File: src/rtl/branch_ctrl.sv
// rtl/branch_ctrl.sv - branch/jump redirect and load-use hazard controller
//
// Purpose: stalls a conditional branch in ID while an older instruction is
//   still producing one of its source operands, captures the target of a
//   taken branch or jump, and issues a one-cycle redirect that flushes the
//   wrong-path fetch. A global hold freezes everything; a trap flush
//   overrides everything and cancels any pending redirect.
//
// Ports:
//   clk_i, rst_n_i                 clock, asynchronous active-low reset
//   id_is_branch_i, id_is_jump_i   branch / JAL in ID
//   id_rs1_i, id_rs2_i             branch source registers
//   ex_reg_write_i, ex_mem_read_i  EX producer writes rd / is a load
//   ex_rd_i                        EX destination register
//   mem_mem_read_i, mem_rd_i       MEM load and its destination register
//   br_taken_i, br_target_i        comparator result and target
//   pipe_hold_i, trap_flush_i      pipeline freeze, trap redirect
//   pc_write_o, ifid_write_o       PC / IF-ID write enables
//   ifid_flush_o, idex_bubble_o    zero IF-ID, inject NOP into ID-EX
//   pc_sel_o, pc_target_o          select redirect target, registered target
//   taken_cnt_o, stall_cnt_o       statistics (only with BRANCH_STATS_EN)
//
// Configuration macro: BRANCH_STATS_EN adds the saturating statistics counters.

module branch_ctrl #(
    parameter int XLEN = 32
) (
    input  logic            clk_i,
    input  logic            rst_n_i,
    input  logic            id_is_branch_i,
    input  logic            id_is_jump_i,
    input  logic [4:0]      id_rs1_i,
    input  logic [4:0]      id_rs2_i,
    input  logic            ex_reg_write_i,
    input  logic            ex_mem_read_i,
    input  logic [4:0]      ex_rd_i,
    input  logic            mem_mem_read_i,
    input  logic [4:0]      mem_rd_i,
    input  logic            br_taken_i,
    input  logic [XLEN-1:0] br_target_i,
    input  logic            pipe_hold_i,
    input  logic            trap_flush_i,
    output logic            pc_write_o,
    output logic            ifid_write_o,
    output logic            ifid_flush_o,
    output logic            idex_bubble_o,
    output logic            pc_sel_o,
    output logic [XLEN-1:0] pc_target_o
`ifdef BRANCH_STATS_EN
    ,
    output logic [31:0]     taken_cnt_o,
    output logic [31:0]     stall_cnt_o
`endif
);

    typedef enum logic {
        IDLE     = 1'b0,
        REDIRECT = 1'b1
    } state_t;

    state_t state, next_state;

    logic ex_match;
    logic mem_match;
    logic hazard;
    logic take;
    logic capture;
    logic stall;

    // x0 is hardwired to zero, so it can never carry a pending result.
    assign ex_match  = (ex_rd_i != 5'd0) && ((ex_rd_i == id_rs1_i) || (ex_rd_i == id_rs2_i));
    assign mem_match = (mem_rd_i != 5'd0) && ((mem_rd_i == id_rs1_i) || (mem_rd_i == id_rs2_i));

    // The comparator sits in ID, so any EX producer is too late; a load in MEM
    // is too late as well, while an ALU result in MEM is forwarded in time.
    assign hazard = id_is_branch_i &&
                    (((ex_mem_read_i || ex_reg_write_i) && ex_match) ||
                     (mem_mem_read_i && mem_match));

    assign take = (id_is_branch_i && br_taken_i) || id_is_jump_i;

    always_comb begin
        pc_write_o    = 1'b0;
        ifid_write_o  = 1'b0;
        ifid_flush_o  = 1'b0;
        idex_bubble_o = 1'b0;
        pc_sel_o      = 1'b0;
        next_state    = state;
        capture       = 1'b0;
        stall         = 1'b0;

        if (!rst_n_i) begin
            // Outputs held at zero while in reset.
            next_state = IDLE;
        end else if (trap_flush_i) begin
            pc_write_o    = 1'b1;
            ifid_write_o  = 1'b1;
            ifid_flush_o  = 1'b1;
            idex_bubble_o = 1'b1;
            next_state    = IDLE;
        end else if (pipe_hold_i) begin
            // Freeze: state and captured target retained.
        end else if (state == REDIRECT) begin
            // ID holds a wrong-path instruction; its branch/jump flags are ignored.
            pc_write_o    = 1'b1;
            ifid_write_o  = 1'b1;
            ifid_flush_o  = 1'b1;
            idex_bubble_o = 1'b1;
            pc_sel_o      = 1'b1;
            next_state    = IDLE;
        end else if (hazard) begin
            idex_bubble_o = 1'b1;
            stall         = 1'b1;
        end else begin
            pc_write_o   = 1'b1;
            ifid_write_o = 1'b1;
            if (take) begin
                capture    = 1'b1;
                next_state = REDIRECT;
            end
        end
    end

    always_ff @(posedge clk_i or negedge rst_n_i) begin
        if (!rst_n_i) begin
            state       <= IDLE;
            pc_target_o <= '0;
        end else begin
            state <= next_state;
            if (capture) begin
                pc_target_o <= br_target_i;
            end
        end
    end

`ifdef BRANCH_STATS_EN
    // capture and stall are already suppressed by hold and trap.
    always_ff @(posedge clk_i or negedge rst_n_i) begin
        if (!rst_n_i) begin
            taken_cnt_o <= '0;
            stall_cnt_o <= '0;
        end else begin
            if (capture && (taken_cnt_o != 32'hFFFF_FFFF)) begin
                taken_cnt_o <= taken_cnt_o + 32'd1;
            end
            if (stall && (stall_cnt_o != 32'hFFFF_FFFF)) begin
                stall_cnt_o <= stall_cnt_o + 32'd1;
            end
        end
    end
`endif

endmodule

File: config.mk
export PLATFORM = sky130hd
export DESIGN_NAME = branch_ctrl
export DESIGN_NICKNAME = d
export VERILOG_FILES = /design/src/rtl/branch_ctrl.sv
export SDC_FILE = /design/constraint.sdc
export NUM_CORES = 1
export LEC_CHECK = 0
export BUFFER_PORTS_ARGS = -buffer_cell sky130_fd_sc_hd__buf_2
export CORE_MARGIN = 2
export CORE_UTILIZATION = 47
export DETAILED_ROUTE_END_ITERATION = 7
export PLACE_DENSITY = 0.85
export RECOVER_POWER = 100
export SYNTH_ARGS = -nofsm -noshare
export SYNTH_HDL_FRONTEND = slang
export SYNTH_SLANG_ARGS = --single-unit
File: constraint.sdc
create_clock -name clk_i -period 2.7 [get_ports clk_i]
set_input_delay 0.135 -clock clk_i [delete_from_list [all_inputs] [get_ports clk_i]]
set_output_delay 0.135 -clock clk_i [all_outputs]
set_load 0.03 [all_outputs]
==> results of run 1 <==
-- state kept, by name (all words and copies together), names as in the netlist --
name and flops:
pc_target_o 32, state 1
-- worst paths after layout --
path / startpoint / endpoint / cells past startpoint
min: br_target_i[0] / pc_target_o[0]$_DFFE_PN0P_ / 2
max reg2reg: state$_DFFE_PN0P_ / pc_target_o[21]$_DFFE_PN0P_ / 4
max: mem_rd_i[1] / pc_target_o[21]$_DFFE_PN0P_ / 6
max in group asynchronous: rst_n_i / pc_target_o[24]$_DFFE_PN0P_ / 3
min reg2reg: pc_target_o[22]$_DFFE_PN0P_ / pc_target_o[22]$_DFFE_PN0P_ / 1
min in group asynchronous: rst_n_i / pc_target_o[4]$_DFFE_PN0P_ / 3
-- worst register-to-register path: stages (launching register included) --
cell and delay, ns:
dfrtp_1 0.39, inv_1 0.09, o221a_2 0.22, nand2_2 0.43
mux2_1 0.51
-- logic make-up after synthesis --
| kind of cell | after synthesis | share of synthesized area |
|---|---|---|
| AO/OA/AOI/OAI | 11 | 0.0493 |
| multiplexers | 32 | 0.278 |
| AND/OR/NAND/NOR | 19 | 0.0581 |
| XOR/XNOR | 20 | 0.103 |
| buffers and inverters | 5 | 0.0265 |
| flip-flops | 33 | 0.485 |
-- cells in the mapped netlist, types with 2 or more instances --
| library cell | instances |
|---|---|
| buf_6 | 3 |
| nor2_1 | 8 |
| nand2b_1 | 2 |
| or4_1 | 2 |
| mux2_4 | 30 |
| nor3_1 | 6 |
| a22oi_1 | 3 |
| xor2_1 | 20 |
| mux2_1 | 2 |
| dfrtp_1 | 33 |
| o21a_1 | 2 |
-- per-layer routing --
| metal | vias up | global-route usage |
|---|---|---|
| li1 | 658 | - |
| met1 | 656 | 0.259 |
| met2 | 44 | 0.335 |
| met3 | 4 | 0.0651 |
| met4 | 0 | 0.0691 |
| met5 | - | 0 |
-- layout make-up --
cell class | instances | area, um2 | share of cell area
Clock buffer | 5 | 37.5 | 0.0165
Clock inverter | 3 | 17.5 | 0.00769
Inverter | 1 | 3.75 | 0.00165
Multi-Input combinational cell | 82 | 717 | 0.315
Sequential cell | 33 | 826 | 0.362
Tap cell | 46 | 57.6 | 0.0253
Timing Repair Buffer | 116 | 619 | 0.272
-- power breakdown --
group          internal, W  leakage [nW]  switching (W)
combinational     0.000184         0.634       0.000401
clock            0.0000981        0.0310       0.000165
sequential        0.000612         0.396      0.0000705
total             0.000895          1.06       0.000637
-- per-stage QoR --
step | total power, W | instances
after floorplan | 0.00115 | 120
after global routing | 0.00163 | 286
final | 0.00153 | 286
after detailed placement | 0.00138 | 261
after global placement | 0.00136 | 261
after CTS | 0.00165 | 270
==> results.cfg, run 1 <==
[timing]
whs_ns = 0.0170
rsz0062_at_grt = no
max_freq_ghz = 0.495
fin_skew_ns = 0.00719
hold_violations = 0
setup_violations = 0
slew_violations = 0
relSlewSlack = 0.507
period_share = 0.748
worstMarginPinSlew_ns = 0.737
setup_slack_ns = 0.680
fin_crit_ns = 2.02
tns_ns = 0

[detailed_routing]
ant_nets = 0
m1WireLength_um = 1740
top_layer = met4
dr.first_iter.drc_count = 42
wl_per_cell_um = 14.7
avgViaCountPerCell = 4.76
wl_met2_um = 2250
vias = 1362
dr_wl_met3_um = 159
firstDrtPassIters = 4
drc = 0
wirelength_um = 4200

[clocking]
clk_pin_slew_ns = 0.10
numCtsBuffers = 5
cts_tree = yes
hold_buffers = 1
cts_sinks = 33
clkLatencyLatePin_ns = 0.33
cts_setup_buffers = 0
cts_root_buf = clkbuf_4
htreeDepth = 2
ctsResizeCount = 0
clock_path_buffers = 2

[setup_path]
crit_chain = clkbuf_1, or4_1, o211ai_1, o221a_2, nand2_2, mux2_1
crit_path_top_delay_cell = or4_1
cp-start-kind = input pin
cp_top_family = simple AND/OR/NAND/NOR gates
crit_type = in -> reg
endpoint_kind = flop
path_max_fanout = 32
crit_required_ns = 2.91
critPathArrivalTime_ns = 2.23
r2r_slack_ns = 0.94
crit_path_max_incr_delay_ns = 0.53
path_buf_inv = 1

[final_layout]
design_area_um2 = 2280
antennaDiodeCount = 0
syn_to_final_growth_pct = 33.9
nets = 301
fill_cells = 318
final_common_cell = buf_2
final_cell_mix = 59 x buf_2, 39 x clkbuf_1, 33 x dfrtp_1
utilization = 0.667
drive_gt1_frac = 0.296

[global_routing]
grt_pass1_vias = 1352
grt_max_degree = 37
grt-ovfl-total = 0
antenna_found_initial = 0
grt_pass1_wl_um = 6400
track_usage = 0.205

[synth]
synth_ff_type = dfrtp_1
synth_seq_area_share = 0.485
synth_nets = 182
avgSynthCellArea_um2 = 14.2
synth_cells = 120
synth_top_area_cell = dfrtp_1
synth_edf_count = 0
ys_ff_latch = 33
syn-cell-area_um2 = 1700
ys_top_cells_by_area = dfrtp_1 49%, mux2_4 26%, xor2_1 10%, buf_6 2.0%, nor3_1 1.8%
ys.warnings.count = 0
ys_types = 20
ys_async_sr_fraction = 1.00
netlist.area_leader.share = 0.485

[die]
fp-row-count = 21
die_h_um = 64.2
core_um2 = 3420
die_x_um = 64.2
initial_utilization = 0.498
io_pins = 99
die_area_um2 = 4120

[job]
maxCapViolations = 0

[placement]
hpwl_um = 3050
dpl_cell_area_um2 = 2220
pre_cts_slack_ns = 0.491
globalplace.congestion = 0.932
port_buffers = 98

[status]
outcome = completed

[power]
vdd_drop_max_mv = 0.331
pwr_density_cell_nw_per_um2 = 672
p_leak_nw = 1.06

[min_path]
hold_path_class = in -> reg
(Power assumes the default switching activity.)
==> run 2: changes to the inputs <==
CORE_UTILIZATION = 39   (was 47)
PLACE_DENSITY = 0.76   (was 0.85)
clock period = 1.75 ns   (was 2.7 ns; I/O delays follow)
==> run 2 against run 1 <==
Effect of this change:
- highest routed layer unchanged
- die area up 19%
- combinational power rose by 78%
- final area increased by 6.3%
- non-clock buffer count down 6
- via count grew 0.51%
- utilization is 9.9 points lower
- largest cell class is now multi-input gates
- total power up 73%
- sequential cell count is the same
==> results.cfg, run 2 (synthesis gave the netlist of run 1 again) <==
[timing]
rsz0062_at_grt = yes
hold_violations = 0
slew_violations = 0
relSlewSlack = 0.489
max_freq_ghz = 0.577
fin_skew_ns = 0.00588
setup_violations = 0
tns_ns = 0
worstMarginPinSlew_ns = 0.766
period_share = 0.990
fin_crit_ns = 1.73

[setup_path]
path_buf_inv = 3
crit_path_top_delay_cell = or4_1
cp_top_family = simple AND/OR/NAND/NOR gates
path_max_fanout = 13
crit_required_ns = 1.90
r2r_slack_ns = 0.25
r2r_end = pc_target_o[4]$_DFFE_PN0P_
reg2reg_from = state$_DFFE_PN0P_
critPathArrivalTime_ns = 1.89
r2r_cells = 6
crit_path_max_incr_delay_ns = 0.50
cp-start-kind = input pin
crit_chain = buf_6, or4_1, o211ai_1, o221a_2, buf_4, nand2_4, clkbuf_16, mux2_4
endpoint_kind = flop
crit_type = in -> reg

[die]
core_um2 = 4260
fp-row-count = 24
die_area_um2 = 4910
io_pins = 99
die_x_um = 70.1
die_h_um = 70.1
initial_utilization = 0.399

[detailed_routing]
wl_per_cell_um = 13.8
ant_nets = 0
avgViaCountPerCell = 4.80
wirelength_um = 3920
drc = 0
firstDrtPassIters = 2
vias = 1369
dr.first_iter.drc_count = 38

[clocking]
cts_sinks = 33
clock_path_buffers = 2
numCtsBuffers = 5
clk_pin_slew_ns = 0.07
htreeDepth = 2
clkLatencyLatePin_ns = 0.27
cts_root_buf = clkbuf_8
cts_tree = yes

[power]
vdd_drop_max_mv = 0.656
p_leak_nw = 1.25
fin_total_pwr_w = 0.00266
pwr_density_cell_nw_per_um2 = 1100

[global_routing]
grt-ovfl-total = 0
track_usage = 0.155
antenna_found_initial = 0
grt_pass1_wl_um = 6070
grt_pass1_vias = 1358
grt_max_degree = 34

[final_layout]
drive_gt1_frac = 0.506
final_cell_mix = 58 x buf_2, 35 x clkbuf_1, 33 x dfrtp_1
top_regs = pc_target_o: 32 flops, state: 1 flops
antennaDiodeCount = 0
fill_cells = 380
regMostFlops = pc_target_o
largest_register_ffs = 32
final_common_cell = buf_2
nets = 295
syn_to_final_growth_pct = 42.4

[placement]
globalplace.congestion = 0.898
port_buffers = 98
hpwl_um = 2940

[min_path]
min_from = br_target_i[3]
hold_depth = 2
whs_endpoint = pc_target_o[3]$_DFFE_PN0P_
hold_path_class = in -> reg

[job]
maxCapViolations = 0

[status]
outcome = completed
[run 2: layout make-up]
| cell class | count | area, um2 | area share |
|---|---|---|---|
| multi-input combinational | 82 | 851 | 0.351 |
| clock inverter | 1 | 7.51 | 0.00310 |
| sequential | 33 | 826 | 0.341 |
| clock buffer | 6 | 82.6 | 0.0341 |
| inverter | 1 | 3.75 | 0.00155 |
| tap | 52 | 65.1 | 0.0269 |
| timing repair buffer | 110 | 587 | 0.242 |
[run 2: how the worst max path moves through the flow]
stage | startpoint | end | slack (ns) | cells past startpoint
after floorplan | mem_rd_i[1] | pc_target_o[0]$_DFFE_PN0P_ | 0.05 | 6
final | mem_rd_i[2] | pc_target_o[4]$_DFFE_PN0P_ | 0.02 | 8
after CTS | mem_rd_i[2] | idex_bubble_o | 0.0005 | 8
after global placement | mem_rd_i[1] | pc_target_o[20]$_DFFE_PN0P_ | -0.17 | 7
after detailed placement | mem_rd_i[1] | pc_target_o[19]$_DFFE_PN0P_ | -0.22 | 7
after global routing | mem_rd_i[2] | pc_target_o[4]$_DFFE_PN0P_ | -0.02 | 8
[run 2: metrics by stage]
step / cells / hold slack (ns) / setup slack, ns / utilization / instance area (um2)
finish: 285 / 0.0398 / 0.0180 / 0.568 / 2420
CTS: 283 / 0.0217 / 0.000541 / 0.571 / 2430
detailed placement: 273 / 0.165 / -0.219 / 0.536 / 2280
global placement: 273 / 0.156 / -0.165 / 0.536 / 2280
global route: 285 / 0.0315 / -0.0174 / 0.568 / 2420
floorplan: 120 / -0.208 / 0.0529 / - / 1710
[run 2: power by group]
group,internal [W],switching (W)
logic,0.000425,0.000617
registers,0.000947,0.000107
clock network,0.000310,0.000250
total,0.00168,0.000975
[run 2: repair_timing]
action / in CTS / in global routing
pin swaps: 4 / 2
cloned: 0 / 1
setup buffers: 1 / 1
endpoints found under the hold margin: 33 / 0
hold buffers: 2 / 0
gates resized for setup: 6 / 4
endpoints found under the setup margin: 1 / 33
[run 2: metal layers]
metal	wire [um]	vias to the layer above	share of wire	global-route usage
li1	-	643	-	-
met1	1680	657	0.43	0.206
met2	1920	67	0.49	0.244
met3	308	2	0.079	0.0433
met4	17	0	0.0043	0.0534
met5	0	-	0	0
==> run 3: changes to the inputs <==
CORE_MARGIN = 3   (was 2)
==> run 3 against run 2 <==
Effect of this change:
- non-clock buffer count up 6
- combinational power about the same
- utilization up 3.2 points
- sequential cell count unchanged
- first-iteration DRC count up 63%
- critical endpoint is now idex_bubble_o
- largest cell class unchanged
- largest power group is now combinational cells
==> results.cfg, run 3 (synthesis gave the netlist of run 1 again) <==
[clocking]
htreeDepth = 2
clkLatencyLatePin_ns = 0.28
cts_tree = yes
clock_path_buffers = 2
cts_sinks = 33
numCtsBuffers = 5
cts_root_buf = clkbuf_8
clk_pin_slew_ns = 0.06

[power]
vdd_drop_max_mv = 0.431
pwr_density_cell_nw_per_um2 = 1080
fin_total_pwr_w = 0.00268
p_leak_nw = 1.27

[setup_path]
crit_required_ns = 1.66
cp_top_family = compound AO/OA/AOI/OAI gates
path_buf_inv = 3
endpoint_kind = output port
crit_path_max_incr_delay_ns = 0.51
critPathArrivalTime_ns = 1.64
crit_path_top_delay_cell = or4_4
path_max_fanout = 2
cp-start-kind = input pin
crit_chain = buf_6, or4_4, o211ai_1, o221a_2, buf_6, nor2_2, o21a_1, buf_6
cp_common_cell = buf_6
crit_type = in -> out

[timing]
fin_crit_ns = 1.73
tns_ns = 0
setup_slack_ns = 0.0207
period_share = 0.988
rsz0062_at_grt = yes
max_freq_ghz = 0.578
relSlewSlack = 0.470
setup_violations = 0
fin_skew_ns = 0.00612
hold_violations = 0
whs_ns = 0.0234
worstMarginPinSlew_ns = 0.794
slew_violations = 0

[die]
io_pins = 99
die_h_um = 72.1
die_area_um2 = 5190
fp-row-count = 23
core_um2 = 4120
die_x_um = 72.1
initial_utilization = 0.413

[detailed_routing]
vias = 1373
firstDrtPassIters = 4
ant_nets = 0
wl_per_cell_um = 15.3
avgViaCountPerCell = 4.73
dr.first_iter.drc_count = 62
drc = 0
wirelength_um = 4440

[global_routing]
track_usage = 0.169
grt_pass1_wl_um = 6650
grt-ovfl-total = 0
antenna_found_initial = 0
grt_max_degree = 34
grt_pass1_vias = 1364

[final_layout]
drive_gt1_frac = 0.525
final_common_cell = buf_2
nets = 301
multiInputGateArea_um2 = 861
antennaDiodeCount = 0
regMostFlops = pc_target_o
largest_register_ffs = 32
top_regs = pc_target_o: 32 flops, state: 1 flops
seq_area_um2 = 826
syn_to_final_growth_pct = 45.1
fill_cells = 379
final_cell_mix = 58 x buf_2, 36 x clkbuf_1, 33 x dfrtp_1
design_area_um2 = 2470

[status]
outcome = completed

[placement]
pre_cts_slack_ns = -0.183
hpwl_um = 3390
port_buffers = 98
globalplace.congestion = 0.868
dpl_cell_area_um2 = 2360

[job]
maxCapViolations = 0

[min_path]
hold_path_class = in -> reg
[run 3: cell count changes in the layout (fill, tap and decap cells not counted), sizes merged]
cell    previous run  this run
clkinv             0         2
buf               69        76
clkbuf            46        44
[run 3: cell type report]
cell class                      instances  area share
Sequential cell                        33       0.335
Clock buffer                            5      0.0279
Tap cell                               50      0.0253
Timing Repair Buffer                  116       0.255
Multi-Input combinational cell         82       0.349
Clock inverter                          3     0.00710
Inverter                                1     0.00152
[run 3: path summary, 6_finish.rpt]
| path | end | slack, ns | from | cells after the start |
|---|---|---|---|---|
| min in group asynchronous | pc_target_o[14]$_DFFE_PN0P_ | 0.81 | rst_n_i | 4 |
| worst min register to register | pc_target_o[20]$_DFFE_PN0P_ | 0.50 | pc_target_o[20]$_DFFE_PN0P_ | 1 |
| max in group asynchronous | pc_target_o[8]$_DFFE_PN0P_ | 0.43 | rst_n_i | 4 |
| worst max register to register | pc_target_o[15]$_DFFE_PN0P_ | 0.31 | state$_DFFE_PN0P_ | 6 |
| worst max-delay path | idex_bubble_o | 0.02 | mem_rd_i[3] | 8 |
| worst min-delay path | pc_target_o[20]$_DFFE_PN0P_ | 0.02 | br_target_i[20] | 2 |
[run 3: where the power goes]
part           leakage (nW)  switching [W]  internal, W  total, W
registers             0.396       0.000106     0.000947   0.00105
logic                 0.830       0.000637     0.000430   0.00107
clock network        0.0439       0.000282     0.000274  0.000556
[run 3: worst reg2reg max path: stages (launching register included)]
cell	delay [ns]
dfrtp_1	0.38
inv_1	0.09
o221a_2	0.20
buf_4	0.12
nand2_4	0.06
buf_12	0.17
mux2_4	0.30
[run 3: per-layer routing]
layer  routed length, um  vias up  GRT usage
met5                   0        -          0
met4                  92        0     0.0752
met3                 306        7     0.0429
met2                2210       56      0.265
met1                1830      650      0.219
li1                    -      660          -
[run 3: what timing repair did]
action | CTS | global route
pin swaps | 1 | 4
hold endpoints to repair | 33 | 0
resized for setup | 1 | 11
endpoints found under the setup margin | 1 | 33
buffers inserted | 1 | 1
hold buffers | 2 | 0
[run 3: stage by stage]
step | utilization | instances
after CTS | 0.605 | 289
after detailed placement | 0.573 | 278
after floorplan | - | 120
after global routing | 0.600 | 290
after global placement | 0.573 | 278
final | 0.600 | 290
